$ cat config.mk
export PLATFORM = sky130hd
export DESIGN_NAME = three_req_arbiter
export DESIGN_NICKNAME = d
export VERILOG_FILES = /design/src/rtl/three_req_arbiter.sv
export SDC_FILE = /design/constraint.sdc
export NUM_CORES = 1
export LEC_CHECK = 0
export ABC_AREA = 1
export CORE_MARGIN = 2
export CORE_UTILIZATION = 40
export CTS_BUF_LIST = sky130_fd_sc_hd__clkbuf_4 sky130_fd_sc_hd__clkbuf_8
export DETAILED_ROUTE_END_ITERATION = 8
export GPL_ROUTABILITY_DRIVEN = 0
export PLACE_DENSITY_LB_ADDON = 0.25
export SYNTH_ARGS = -nofsm -noshare
export SYNTH_HDL_FRONTEND = slang
export SYNTH_SLANG_ARGS = --single-unit
$ cat constraint.sdc
create_clock -name clk -period 1.4 [get_ports clk]
set_input_delay 0.14 -clock clk [delete_from_list [all_inputs] [get_ports clk]]
set_output_delay 0.14 -clock clk [all_outputs]
set_load 0.01 [all_outputs]
$ cat src/rtl/three_req_arbiter.sv
// Round-robin arbiter granting one shared resource to requesters A/B/C, with optional hold-limit preemption.
// Latency: request high before an arbitration edge -> registered grant after that edge (1 cycle).
// Backpressure: none; requests are levels, not queued, and a grant ends with one idle turnaround cycle.
//
// Ports:
//   clk, rst_n     : clock and asynchronous active-low reset
//   inA, inB, inC  : request levels, indices 0, 1 and 2
//   gnt            : registered one-hot grant (bit0=A, bit1=B, bit2=C)
//   busy           : OR of the gnt bits
//   owner          : index of the current or last owner, 2'b11 until the first grant
//   hold_cnt       : 0-based count of cycles the current grant has been held; saturates
`timescale 1ns/1ps
module three_req_arbiter #(
  parameter int MAX_HOLD = 8,
  parameter int HOLD_W   = 4
) (
  input  logic              clk,
  input  logic              rst_n,
  input  logic              inA,
  input  logic              inB,
  input  logic              inC,
  output logic [2:0]        gnt,
  output logic              busy,
  output logic [1:0]        owner,
  output logic [HOLD_W-1:0] hold_cnt
);

  localparam logic [1:0] IDLE  = 2'd0;
  localparam logic [1:0] GRANT = 2'd1;
  localparam logic [1:0] TURN  = 2'd2;

  localparam logic [HOLD_W-1:0] HOLD_SAT  = {HOLD_W{1'b1}};
  localparam logic [HOLD_W-1:0] HOLD_LAST = HOLD_W'((MAX_HOLD > 0) ? (MAX_HOLD - 1) : 0);
  localparam bit                PREEMPT_EN = (MAX_HOLD != 0);

  logic [1:0] state;
  logic [1:0] last;
  logic [2:0] req;

  logic [1:0] cand1;
  logic [1:0] cand2;
  logic       pickVld;
  logic [1:0] pickIdx;
  logic [2:0] pickOneHot;

  logic ownerReq;
  logic othersReq;
  logic holdExpired;

  assign req  = {inC, inB, inA};
  assign busy = |gnt;

  // Search order is last+1, last+2, last (mod 3): the previous owner is always
  // considered last, which is what rotates priority after a release or a preemption.
  always_comb begin
    cand1      = (last == 2'd2) ? 2'd0 : last + 2'd1;
    cand2      = (cand1 == 2'd2) ? 2'd0 : cand1 + 2'd1;
    pickVld    = 1'b1;
    pickIdx    = last;
    if (req[cand1]) begin
      pickIdx = cand1;
    end else if (req[cand2]) begin
      pickIdx = cand2;
    end else if (req[last]) begin
      pickIdx = last;
    end else begin
      pickVld = 1'b0;
    end
    pickOneHot = 3'(3'b001 << pickIdx);
  end

  // gnt is one-hot while in GRANT, so masking req with it isolates the owner.
  assign ownerReq    = |(req & gnt);
  assign othersReq   = |(req & ~gnt);
  assign holdExpired = PREEMPT_EN && (hold_cnt == HOLD_LAST);

  always_ff @(posedge clk or negedge rst_n) begin
    if (!rst_n) begin
      state    <= IDLE;
      gnt      <= 3'b000;
      owner    <= 2'b11;
      last     <= 2'd2;
      hold_cnt <= '0;
    end else begin
      case (state)
        GRANT: begin
          // Any release goes through TURN so the bus is never handed over directly.
          if (!ownerReq || (holdExpired && othersReq)) begin
            state    <= TURN;
            gnt      <= 3'b000;
            hold_cnt <= '0;
          end else if (hold_cnt != HOLD_SAT) begin
            hold_cnt <= hold_cnt + HOLD_W'(1);
          end
        end
        default: begin
          // IDLE and TURN arbitrate identically; TURN simply lasts one cycle.
          if (pickVld) begin
            state    <= GRANT;
            gnt      <= pickOneHot;
            owner    <= pickIdx;
            last     <= pickIdx;
            hold_cnt <= '0;
          end else begin
            state    <= IDLE;
            gnt      <= 3'b000;
            hold_cnt <= '0;
          end
        end
      endcase
    end
  end

endmodule

==> results by group <==
Setup path
  • CP Class: reg -> reg
  • Worst Path Required: ~1.6 ns
  • Critical Path AT: roughly 1.5 ns
  • CP Max Fanout: 6
  • CP Launch Type: register
  • Endpoint type of the worst setup path: register
  • Reg2Reg Depth: 7

Die
  • Die area: 0.002007 mm^2
  • FP Rows: 14
  • Die height: between 40 and 50 um
  • I/O Pins: 15
  • Initial Util: between 40% and 50%
  • Die Wd: between 40 and 50 um
  • CORE AREA: between 0.0015 and 0.002 mm^2

Placed design
  • Port bufs: 14
  • Placed insts: between 100 and 150
  • HPWL after detailed placement: roughly 1.1 mm

Synthesis
  • Synthesized area: about 670 um^2
  • Post-synthesis cell type count: 20
  • Area leader, netlist: dfrtp_1
  • Yosys warning total: 0
  • Syn nets: 88
  • Post-Synthesis Mean Instance Area: between 8 and 9 um^2
  • Largest cells by area after synthesis: dfrtp_1 38%, nand2_1 11%, dfstp_2 7.9%
  • Yosys reg bits: 12
  • Synth top area share: a little under two fifths
  • Mapped Cells: 82
  • Seq/Total Area, Yosys: 45.49%

STA
  • Final setup fails: 0
  • Final min period: roughly 1.4 ns
  • Final period util: 97.52%
  • Slew at the pin closest to its max-slew limit: ~0.53 ns
  • Final Hold Viols: 0
  • Post-Route Setup TNS: 0 ns
  • Slew headroom: 64.87%
  • Fmax: 732.4 MHz
  • Max-slew violations: 0
  • Worst Clk Skew: 0.002531 ns
  • RSZ-0062 raised after global routing: yes

Routing
  • Final WL: between 1.5 and 2 mm
  • Post-route ant nets: 0
  • Vias: approximately 600
  • Vias per cell: about 5
  • Residual DRC: 0
  • DR WL/cell: around 13 um
  • TritonRoute pass-1 iters: 4
  • Initial drt markers: 16

Final layout
  • Share of cells above drive strength 1: between 20% and 30%
  • FILL cells: 143
  • Most frequent cells in the layout: 19 x nand2_1, 10 x dfrtp_1, 8 x inv_1, 8 x nand3_1, 7 x clkdlybuf4s50_1
  • Commonest non-fill, non-tap cell in the layout: nand2_1
  • Final Core Density: roughly three fifths
  • Seq. cell area: 302.8 um^2
  • Multi-input gate area: around 350 um^2
  • Post-route insts no fill: ~120
  • Diode count: 0
  • Fin nets: between 100 and 150
  • Area delta synth->final: 36.84%

Flow run
  • Max Cap Violations: 0

CTS
  • H-Tree Depth: 1
  • Clock latency on the worst-skew pair: about 0.27 ns
  • Sink Count: 12
  • CTS Buf Count: 3
  • Reg clk slew, reported paths: ~0.060 ns
  • CTS root buf: clkbuf_4
  • Bufs on Longest Clock Path: 2
  • Hold buffers post-CTS: 0
  • CTS tree: yes

Global route
  • Total track usage: between 10% and 20%
  • Vias in the first global route: between 500 and 600
  • Met3 usage: approximately 7.6%
  • M2 GR Usage: 25.51%
  • First-pass GRT wire length: around 2.4 mm
  • Pin count of the biggest net entering global routing: 13
  • Initial antenna violation count: 0
  • Grt total ovfl: 0
  • Met1 usage: approximately 23%
  • Gr busiest metal: met2

Outcome
  • Status: finished clean

Min path
  • HP Class: in -> async

Power
  • Peak supply drop: about 1100 uV
  • P per Cell Area: approximately 1900 mW/mm^2
  • Total power draw: about 1.7 mW
  • Lkg Pwr: roughly 0.48 nW
logic make-up after synthesis:
kind of cell | Yosys count | synth area share (%)
AND/OR/NAND/NOR | 46 | 35.90
buffers and inverters | 11 | 6.768
AO/OA/AOI/OAI | 11 | 8.647
adder cells (fa/ha/maj) | 1 | 1.879
flip-flops | 12 | 45.49
XOR/XNOR | 1 | 1.316
sequential cells by signal, indices dropped and copies added, names as in the netlist:
signal	flops
owner	2
state	2
hold_cnt	4
gnt	3
last	1
cell type report:
type | instances | area share [%]
multi-input combinational | 59 | 38.32
sequential | 12 | 33.24
timing repair buffer | 19 | 19.37
inverter | 10 | 4.396
clock buffer | 3 | 2.473
tap | 16 | 2.198
path summary, 6_finish.rpt:
check                      startpoint  endpoint  slack [ns]
hold / removal                  rst_n    gnt[1]        0.22
min in group clk             owner[0]  owner[0]        0.47
hold reg to reg              owner[0]  owner[0]        0.47
setup reg to reg             owner[1]   last[0]        0.03
setup / recovery             owner[1]   last[0]        0.03
max in group asynchronous       rst_n  owner[1]        0.82
timing repair:
item | CTS | global route
buffers inserted | 3 | 0
gates cloned | 0 | 0
setup endpoints to repair | 6 | 7
resized for setup | 5 | 11
pin swaps | 0 | 2
critical path, stage by stage (launching register included):
cell     delay, ns
dfstp_2       0.58
inv_4         0.06
nand3_1       0.06
nand4_1       0.18
nor2_4        0.18
nor2_4        0.06
nand2_2       0.07
o21ai_1       0.06
layer usage:
layer / vias up / wire [um]
li1: 306 / -
met1: 274 / 688
met2: 18 / 726
met3: 5 / 77
met4: 0 / 24
met5: - / 0
synth_stat cells:
cell	count
a21boi_0	1
a21oi_1	4
buf_4	1
dfrtp_1	10
dfstp_2	2
ha_1	1
inv_1	8
inv_2	2
nand2_1	20
nand2_2	2
nand3_1	8
nand3_2	3
nand4_1	2
nor2_1	7
nor2_2	1
nor2_4	1
nor2_8	1
nor3_1	1
o21ai_1	6
xnor2_1	1
power breakdown:
part | switching, mW | total (mW) | internal, mW
clock network | 0.0978 | 0.197 | 0.0994
registers | 0.0967 | 0.580 | 0.483
logic | 0.551 | 0.930 | 0.379
metrics by stage:
| step | instance area, um^2 | hold slack [ns] | worst slack (ns) |
|---|---|---|---|
| after floorplan | 665.6 | -0.1556 | 0.1121 |
| after global placement | 833.3 | 0.4571 | -0.06846 |
| after detailed placement | 833.3 | 0.4585 | -0.08944 |
| after CTS | 872.1 | 0.2260 | 0.03052 |
| after global routing | 910.9 | 0.2657 | -0.06142 |
| final | 910.9 | 0.2192 | 0.03469 |
Power figures use the tool's default switching activity.
